===== src/rtl/spi_arbiter.sv =====
// spi_arbiter: two-requester round-robin front end for a single SPI master.
// A winner's word is latched, the master is started with a one-cycle
// m_data_valid, and the received word is handed back to the owner on done.
// Optional feature: define SPI_ARB_TIMEOUT_EN to bound both wait states by
// TIMEOUT_CYCLES; an expired wait ends the transfer with done and err.
module spi_arbiter #(
    parameter int WORD_LENGTH    = 8,
    parameter int TIMEOUT_CYCLES = 1024
) (
    input  logic                   clk,
    input  logic                   rst,
    input  logic                   req0,
    input  logic                   req1,
    input  logic [WORD_LENGTH-1:0] wdata0,
    input  logic [WORD_LENGTH-1:0] wdata1,
    output logic                   grant0,
    output logic                   grant1,
    output logic [WORD_LENGTH-1:0] rdata0,
    output logic [WORD_LENGTH-1:0] rdata1,
    output logic                   done0,
    output logic                   done1,
    output logic                   m_data_valid,
    output logic [WORD_LENGTH-1:0] m_wdata,
    input  logic [WORD_LENGTH-1:0] m_rdata,
    input  logic                   m_rdy,
    output logic                   owner,
    output logic                   busy,
    output logic                   err
);

    typedef enum logic [2:0] {IDLE, ISSUE, WAIT_BSY, WAIT_RDY, COMPLETE} state_t;

    state_t                 state_q, state_d;
    logic                   owner_q, owner_d;
    logic                   last_q, last_d;
    logic [WORD_LENGTH-1:0] m_wdata_q, m_wdata_d;
    logic [WORD_LENGTH-1:0] rdata0_q, rdata0_d;
    logic [WORD_LENGTH-1:0] rdata1_q, rdata1_d;
    logic                   winner;
    logic                   tmo;

    // Tie goes to whoever was not served last; a lone request wins outright.
    assign winner = (req0 && req1) ? ~last_q : req1;

    // Next-state, ownership and data capture.
    always_comb begin
        state_d   = state_q;
        owner_d   = owner_q;
        last_d    = last_q;
        m_wdata_d = m_wdata_q;
        rdata0_d  = rdata0_q;
        rdata1_d  = rdata1_q;
        case (state_q)
            IDLE: begin
                if ((req0 || req1) && m_rdy) begin
                    owner_d   = winner;
                    m_wdata_d = winner ? wdata1 : wdata0;
                    state_d   = ISSUE;
                end
            end
            ISSUE: state_d = WAIT_BSY;
            WAIT_BSY: begin
                if (!m_rdy)   state_d = WAIT_RDY;
                else if (tmo) state_d = COMPLETE;
            end
            WAIT_RDY: begin
                if (m_rdy) begin
                    if (owner_q) rdata1_d = m_rdata;
                    else         rdata0_d = m_rdata;
                    state_d = COMPLETE;
                end else if (tmo) begin
                    state_d = COMPLETE;
                end
            end
            COMPLETE: begin
                last_d  = owner_q;
                state_d = IDLE;
            end
            default: state_d = IDLE;
        endcase
    end

    // State and datapath registers; last-served resets to 1 so requester 0 wins the first tie.
    always_ff @(posedge clk) begin
        if (rst) begin
            state_q   <= IDLE;
            owner_q   <= 1'b0;
            last_q    <= 1'b1;
            m_wdata_q <= '0;
            rdata0_q  <= '0;
            rdata1_q  <= '0;
        end else begin
            state_q   <= state_d;
            owner_q   <= owner_d;
            last_q    <= last_d;
            m_wdata_q <= m_wdata_d;
            rdata0_q  <= rdata0_d;
            rdata1_q  <= rdata1_d;
        end
    end

`ifdef SPI_ARB_TIMEOUT_EN
    localparam int CW = $clog2(TIMEOUT_CYCLES + 1);

    logic [CW-1:0] cnt_q, cnt_d;
    logic          to_q, to_d;

    assign tmo = (cnt_q == CW'(TIMEOUT_CYCLES - 1));
    assign err = (state_q == COMPLETE) && to_q;

    // Wait-state age: restarts on every state change, counts while a wait state persists.
    // to_d flags a COMPLETE reached by expiry rather than by the master returning ready.
    always_comb begin
        cnt_d = '0;
        if ((state_q == WAIT_BSY || state_q == WAIT_RDY) && state_d == state_q)
            cnt_d = cnt_q + 1'b1;
        to_d = (state_d == COMPLETE) && tmo && !(state_q == WAIT_RDY && m_rdy);
    end

    // Timeout counter and expiry flag registers.
    always_ff @(posedge clk) begin
        if (rst) begin
            cnt_q <= '0;
            to_q  <= 1'b0;
        end else begin
            cnt_q <= cnt_d;
            to_q  <= to_d;
        end
    end
`else
    logic unused_timeout;

    assign tmo            = 1'b0;
    assign err            = 1'b0;
    assign unused_timeout = (TIMEOUT_CYCLES == 0);
`endif

    assign grant0       = (state_q == ISSUE) && !owner_q;
    assign grant1       = (state_q == ISSUE) && owner_q;
    assign m_data_valid = (state_q == ISSUE);
    assign done0        = (state_q == COMPLETE) && !owner_q;
    assign done1        = (state_q == COMPLETE) && owner_q;
    assign busy         = (state_q != IDLE);
    assign owner        = owner_q;
    assign m_wdata      = m_wdata_q;
    assign rdata0       = rdata0_q;
    assign rdata1       = rdata1_q;

endmodule


===== config.mk =====
export PLATFORM = sky130hd
export DESIGN_NAME = spi_arbiter
export DESIGN_NICKNAME = d
export VERILOG_FILES = /design/src/rtl/spi_arbiter.sv
export SDC_FILE = /design/constraint.sdc
export NUM_CORES = 1
export LEC_CHECK = 0
export BUFFER_PORTS_ARGS = -buffer_cell sky130_fd_sc_hd__buf_2
export CAP_MARGIN = 5
export CORE_MARGIN = 2
export CORE_UTILIZATION = 40
export CTS_CLUSTER_SIZE = 10
export DETAILED_ROUTE_END_ITERATION = 16
export GPL_TIMING_DRIVEN = 0
export PLACE_DENSITY = 0.74
export SYNTH_ARGS = -nofsm -noshare
export SYNTH_HDL_FRONTEND = slang
export SYNTH_SLANG_ARGS = --single-unit
export TNS_END_PERCENT = 20

===== constraint.sdc =====
create_clock -name clk -period 1.1 [get_ports clk]
set_input_delay 0.275 -clock clk [delete_from_list [all_inputs] [get_ports clk]]
set_output_delay 0.275 -clock clk [all_outputs]
set_load 0.02 [all_outputs]

==> results of run 1 <==
power groups by stage:
stage	clock, mW	combinational, mW	sequential, mW
6_report	0.939	0.540	1.13
5_1_grt	0.990	0.582	1.14
4_1_cts	0.944	0.451	1.13
3_5_place_dp	0	0.380	1.14
3_3_place_gp	0	0.378	1.14
2_1_floorplan	0	0.202	1.18
worst max-delay path by stage:
stage	depth (start not counted)	startpoint	endpoint
final	3	state_q[2]$_SDFFE_PP0P_	grant0
after global routing	3	state_q[2]$_SDFFE_PP0P_	grant0
after CTS	2	state_q[0]$_SDFFE_PP0P_	busy
after detailed placement	4	state_q[1]$_SDFFE_PP0P_	rdata0[4]$_SDFFE_PP0P_
after global placement	4	state_q[1]$_SDFFE_PP0P_	rdata0[5]$_SDFFE_PP0P_
after floorplan	2	state_q[2]$_SDFFE_PP0P_	grant0
area by class of cell:
| class | count | area (µm²) |
|---|---|---|
| tap | 33 | 41.3 |
| clock buffer | 7 | 55.1 |
| clock inverter | 1 | 30.0 |
| timing repair buffer | 70 | 597 |
| multi-input combinational | 97 | 719 |
| sequential | 29 | 626 |
| inverter | 1 | 6.26 |
| buffer | 15 | 151 |
| fill | 241 | 777 |
cell families after synthesis:
| kind of cell | share of synthesized area, % |
|---|---|
| multiplexers | 6.39 |
| flip-flops | 46.4 |
| AO/OA/AOI/OAI | 24.5 |
| other | 0.299 |
| buffers and inverters | 6.89 |
| AND/OR/NAND/NOR | 15.6 |
cell usage in the layout (no fill, tap or decap), drive strengths merged, types with 2 or more instances in the layout:
| cell type | Yosys | final |
|---|---|---|
| a211oi | 8 | 8 |
| a21oi | 17 | 17 |
| a31oi | 9 | 9 |
| and2 | 2 | 2 |
| and3 | 3 | 3 |
| buf | 8 | 78 |
| clkbuf | 7 | 14 |
| dfxtp | 29 | 29 |
| mux2i | 8 | 8 |
| nand3 | 16 | 16 |
| nor2 | 3 | 3 |
| nor2b | 2 | 2 |
| o21ai | 16 | 16 |
sequential cells by signal, indices dropped and copies added, names as in the netlist:
name     cells
last_q       1
m_wdata      8
owner        1
rdata0       8
rdata1       8
state_q      3
per-stage QoR:
step / area (µm²) / std cells / hold WS [ns] / utilization, % / total power, mW
floorplan: 1280 / 142 / 0.423 / - / 1.39
global placement: 1610 / 233 / 0.448 / 53.7 / 1.52
detailed placement: 1610 / 233 / 0.452 / 53.7 / 1.52
CTS: 1940 / 245 / 0.171 / 64.5 / 2.52
global route: 2230 / 253 / 0.186 / 74.1 / 2.71
finish: 2230 / 253 / 0.186 / 74.1 / 2.61
layer usage:
metal / up-vias / global-route usage [%]
li1: 679 / -
met1: 659 / 22.4
met2: 77 / 33.1
met3: 5 / 9.31
met4: 0 / 8.57
met5: - / 0
repair_timing:
action | in CTS | in global routing
buffers inserted | 4 | 7
endpoints found under the setup margin | 58 | 57
gates cloned | 0 | 1
hold buffers | 0 | 0
gates resized for setup | 85 | 64
pin swaps | 5 | 21
tightest hold or removal path: stages:
cell     delay, ns
buf_2         0.11
nand3_1       0.06
a21oi_1       0.05
==> summary by stage, run 1 <==
Final layout
Of the cells placed in the final design, the portion with a size suffix greater than 1 is 64.1%. The relative area change from synthesis to final layout is 77.7%. 0 antenna diodes ended up in the layout.

The net count of the finished layout is 248.

Global route
The first global-routing pass estimated 5.26 mm of wire. The number of antenna violations at the first check in global routing is 0. The remaining global-route overflow is 0. The number of global-route vias before repair is 1223. Global routing used 20.2% of the available tracks. Entering global routing, the biggest net connects 11 pins.

Yosys
The post-synthesis average cell area is 8.82 µm². In the synthesized netlist the dominant register cell turns out to be dfxtp_1. By count the netlist is led by dfxtp_1, a21oi_1, nand3_1, o21ai_0, a31oi_1.

Synthesis handed over a netlist of 142 instances. The count of warnings emitted by yosys is 0. Sorting the synthesized cells by area gives the leading types as dfxtp_1, a21oi_1, mux2i_1. dfxtp_1 is the most common cell in the netlist.

The number of different library cells used by synthesis comes to 30. The synthesized design contains 0 enable-type register cells. The mapped netlist covers 1250 µm². The largest total area in the synthesized netlist belongs to dfxtp_1. The portion of the post-synthesis area used by sequential elements is 46.4%.

Synthesis inferred 29 register bits. After synthesis, the largest area contributor takes up 46.4% of total cell area. The net count of the mapped netlist is 171.

The share of async-settable or async-resettable flops after synthesis is 0%.

Clocking
TritonCTS built the clock tree. The clock drives 29 sinks. The clock-pin transition on the worst setup and hold timing paths is 0.10 ns. The insertion delay to the later sink of the worst-skew pair is 0.34 ns. The largest buffer count on any clock path is 2. The tree is rooted in a clkbuf_4. The number of clock buffers inserted by TritonCTS is 5. The clock tree synthesis step divided the H-tree into 2 levels.

Setup path
The largest fanout on the critical path is 4. The worst setup path is captured at a primary output. The kind of launch point of the worst setup path is a flip-flop. The worst path arrival time is 1.28 ns.

The top cell family by delay on the critical path is simple AND/OR/NAND/NOR gates. The data required time of the critical path is 0.82 ns. Walking the worst path, the cells encountered are nor3b_4 -> and2_4 -> buf_6.

The launch instance of the worst register-to-register path is state_q[2]$_SDFFE_PP0P_. The worst register-to-register path ends at rdata0[2]$_SDFFE_PP0P_. The path depth of the worst reg2reg path is 5.

The count of buffer and inverter cells on the critical path is 1. In this run the register-to-register setup slack is -0.30 ns. The peak per-stage delay on the critical path is 0.38 ns.

The critical setup path kind is reg -> out. The slowest stage of the critical path belongs to the cell dfxtp_4.

STA
The accumulated negative setup slack is -6.23 ns. The worst slew margin relative to its limit is 61.7%. The portion of the clock cycle consumed by the worst path in the final layout is 141%. The hold violation count in the final report is 0. The number of setup violations in the final report is 33. The minimum clock period is 1.55 ns. The max-slew violation total from the final report was 0. Setup repair after global routing could not meet its margin everywhere.

The maximum clock rate is 644 MHz. The least setup slack across all paths after layout is -0.452 ns. The transition time at the pin with the least slew margin is 0.575 ns. The worst clock skew on the final layout is 0.00848 ns.

Die
The initial utilization of the core area, before any placement, comes to 41.7%. The floorplan die area is 3590 µm². Measured along the x axis, the die boundary spans 60.0 µm. The number of I/O pins is 61.

The initialized floorplan defines 20 standard-cell rows. The floorplan step defined a core boundary enclosing 3000 µm². The die is 60.0 µm tall.

Worst hold path
The worst hold path startpoint is m_rdata[3]. The min-delay analysis places its worst path in the category in -> reg. The worst hold path was traced through 3 stages. The hold-critical path endpoint is rdata1[3]$_SDFFE_PP0P_.

Flow run
Across the run, the number of max-cap violations was 0.

Drt
The total via count in the routed design is 1420. The detailed-route DRC error count is 0. Detailed routing placed a total of 361 µm of wire on met3. Signal routing reaches up to met4. The detailed-route wire length per cell is 15.9 µm.

The final antenna-violating net count is 0. The total routed wirelength is 4.03 mm. The detailed router finished its first iteration with 77 violations.

The first-pass iteration count of the detailed router is 4. In the routed layout, each cell is associated on average with a via count of 5.61. In the final routing, the length of wire on met1 measures 1.51 mm. Summed over all nets, wire length on met2 after detailed routing comes to 2.09 mm.

Power and ir drop
For this design the ratio of total power to cell area is 1170 nW/µm². The total net switching power is 704 µW. Of the total power, the clock network draws 35.9%. The switching power as a share of total power is 26.9%.

The share of total power in sequential cells is 43.4%. The internal power summed over all cells is 1.91 mW. The worst voltage drop across the vdd grid is 0.833 mV. Summed over all cells, the static leakage comes to 0.900 nW.

Per report_power, the combinational group accounts for 20.7% of the total.

Placed design
The worst slack at placement is -0.313 ns. The final HPWL from detailed placement is 2.27 mm. In this run the tool buffered the top-level ports with 58 buffer cells. The final weighted congestion in routability-driven placement is 0.808.

Outcome
The checks that failed: negative setup slack. The flow ran to the end, but the final reports show violations.
(Power assumes the default switching activity.)
==> inputs of run 2 (changes only) <==
--- a/config.mk
+++ b/config.mk
@@ -8,11 +8,11 @@
 export BUFFER_PORTS_ARGS = -buffer_cell sky130_fd_sc_hd__buf_2
 export CAP_MARGIN = 5
 export CORE_MARGIN = 2
-export CORE_UTILIZATION = 40
+export CORE_UTILIZATION = 45
 export CTS_CLUSTER_SIZE = 10
 export DETAILED_ROUTE_END_ITERATION = 16
 export GPL_TIMING_DRIVEN = 0
-export PLACE_DENSITY = 0.74
+export PLACE_DENSITY = 0.78
 export SYNTH_ARGS = -nofsm -noshare
 export SYNTH_HDL_FRONTEND = slang
 export SYNTH_SLANG_ARGS = --single-unit
==> constraint.sdc (replaced) <==
create_clock -name clk -period 1.5 [get_ports clk]
set_input_delay 0.375 -clock clk [delete_from_list [all_inputs] [get_ports clk]]
set_output_delay 0.375 -clock clk [all_outputs]
set_load 0.01 [all_outputs]
==> summary by stage, run 2 (same netlist as run 1, synthesis figures left out) <==
Setup path
The worst path arrival time is 1.23 ns (-0.05 ns). The critical path in this run is classified as reg -> out. The kind of capture point of the worst setup path is a primary output. The largest fanout on the critical path was 4 (unchanged). The data required time of the critical path was 1.12 ns (+0.30 ns).

STA classifies the critical path startpoint as a flip-flop.

Final layout
The number of antenna diodes is 0 (unchanged). The ratio of cells with drive above 1 in the final layout was 41.4% (-23 points). The final instance count without filler cells is 241 (-4.7%).

The area of combinational cells with multiple inputs is 604 µm² (-16%). The library cell used most frequently in the layout, excluding fill and tap cells, is buf_2. The post-route cell area is 1720 µm² (-23%). In the layout the commonest cells are buf_2, dfxtp_1, a21oi_1.

Compared with the post-synthesis result, the final layout area differs by 37.2%. The share of the core filled with cells in the final layout came to 63.4% (-11 points). The number of nets at the end of the flow is 238 (-4.0%). The fill cell total of the finished layout is 249 (+3.3%). The area taken by flip-flops and latches is 591 µm² (-5.6%).

Global route
The total routing usage reported by global routing is 21.9% (+1.7 points). The number of antenna violations at the first check in global routing came to 0 (unchanged). The first-pass GRT wire length is 5.57 mm (+5.9%). The number of global-route vias before repair is 1293 (+5.7%). The pin count of the biggest net entering global routing came to 11 (unchanged). The remaining global-route overflow is 0 (unchanged).

Die
The horizontal die dimension is 56.8 µm (-5.3%). The total core area is 2710 µm² (-9.7%). The standard-cell row count is 19 (-5.0%). The vertical extent of the die was 56.8 µm (-5.3%). The number of I/O pins is 61 (unchanged). The initial core utilization is 46.2% (+4.5 points). The floorplan die area is 3220 µm² (-10%).

Placed design
The placed instance area is 1580 µm² (-1.9%). The cell total after placement is 231 (-0.86%). The count of buffers inserted at the top-level ports is 58 (unchanged). The final weighted congestion in routability-driven placement was 0.856 (+6.0%).

The worst slack at placement is -0.0777 ns (+0.235 ns). The final HPWL from detailed placement came to 2.37 mm (+4.5%).

Drt
The total via count in the routed design is 1336 (-5.9%). The number of DRC markers after the initial detailed-route iteration is 58 (-25%). The detailed-route wire length per cell is 14.1 µm (-12%). The final antenna-violating net count was 0 (unchanged).

The first-pass iteration count of the detailed router came to 4 (unchanged). The total routed wirelength came to 3.40 mm (-16%). The detail-routed via count per cell is 5.54 (-1.2%). The detailed-route DRC error count is 0 (unchanged).

STA
Setup repair after global routing could not meet its margin everywhere. The least setup slack across all paths after layout came to -0.109 ns (+0.343 ns). The worst hold slack is 0.285 ns (+0.0999 ns). The worst clock skew on the final layout is 0.0119 ns (+0.00339 ns).

The maximum clock rate is 622 MHz. The number of setup violations in the final report is 6 (-82%). The hold violation count in the final report is 0 (unchanged). The max-slew violation total from the final report is 0 (unchanged).

Dividing the final minimum period by the clock period gives 107%. The accumulated negative setup slack is -0.422 ns (+5.80 ns). The minimum clock period is 1.61 ns.

Clocking
The count of hold buffers inserted by post-cts repair was 0 (unchanged). The number of clock buffers inserted by TritonCTS is 5 (unchanged). The clock sink count is 29 (unchanged).

The insertion delay to the later sink of the worst-skew pair came to 0.34 ns (about the same). The largest buffer count on any clock path is 2 (unchanged). The buffer cell driving the clock tree root is clkbuf_4.

The number of levels in the clock H-tree is 2 (unchanged). The clock-pin transition on the worst setup and hold timing paths is 0.10 ns (about the same). The clock tree from TritonCTS is built.

Power and ir drop
The internal power summed over all cells is 1.20 mW (-37%). The leakage power is 0.775 nW (-14%). The clock power share is 33.9% (-2.0 points). The switching power as a share of total power is 27.5% (+0.57 points). The overall power of the completed layout came to 1.65 mW (-37%).

The combinational power share is 16.2% (-4.5 points). The power density relative to cell area is 960 nW/µm² (-18%). The share of total power in sequential cells is 49.9% (+6.5 points). The worst voltage drop across the vdd grid was 0.609 mV (-27%).

The total net switching power is 454 µW (-36%).

Outcome
The flow ran to the end, but the final reports show violations. The checks that failed: negative setup slack.

Flow run
The max-capacitance violation count is 0 (unchanged).

Worst hold path
The tightest min-delay check is of the in -> reg type.
-- run 2: final cells by class --
class	count	area share, %
Buffer	15	6.12
Clock buffer	7	3.79
Clock inverter	1	0.291
Inverter	1	0.218
Multi-Input combinational cell	97	35.2
Sequential cell	29	34.4
Tap cell	31	2.26
Timing Repair Buffer	60	17.8
-- run 2: routing by layer --
metal  global-route usage [%]  vias up  share of wire (%)
li1                         -      659                  -
met2                     37.0       66                 46
met1                     24.5      605                 42
met3                     9.68        6                 11
met5                        0        -                  0
met4                     7.31        0                1.5
-- run 2: path summary, 6_finish.rpt --
check                           from                     end  slack (ns)  depth (start not counted)
max reg2reg  state_q[1]$_SDFFE_PP0P_  rdata0[5]$_SDFFE_PP0P_        0.06                          5
min                       m_rdata[0]  rdata0[0]$_SDFFE_PP0P_        0.29                          3
max          state_q[1]$_SDFFE_PP0P_                  grant1       -0.11                          3
min reg2reg      last_q$_SDFFE_PP1N_     last_q$_SDFFE_PP1N_        0.48                          1
-- run 2: worst max-delay path, stage by stage, from the launching register on --
cell,delay (ns)
dfxtp_4,0.38
nor3b_4,0.24
and2_1,0.15
buf_2,0.12
-- run 2: timing repair --
action,in CTS,in global routing
setup endpoints to repair,6,14
gates resized for setup,17,2
buffers inserted,2,0
pin swaps,2,3
-- run 2: power groups by stage --
stage          Sequential (mW)  Combinational, mW  Clock [mW]
6_report                 0.823              0.267       0.559
5_1_grt                  0.828              0.293       0.603
4_1_cts                  0.823              0.265       0.571
3_5_place_dp             0.836              0.248           0
3_3_place_gp             0.836              0.242           0
2_1_floorplan            0.847              0.134           0
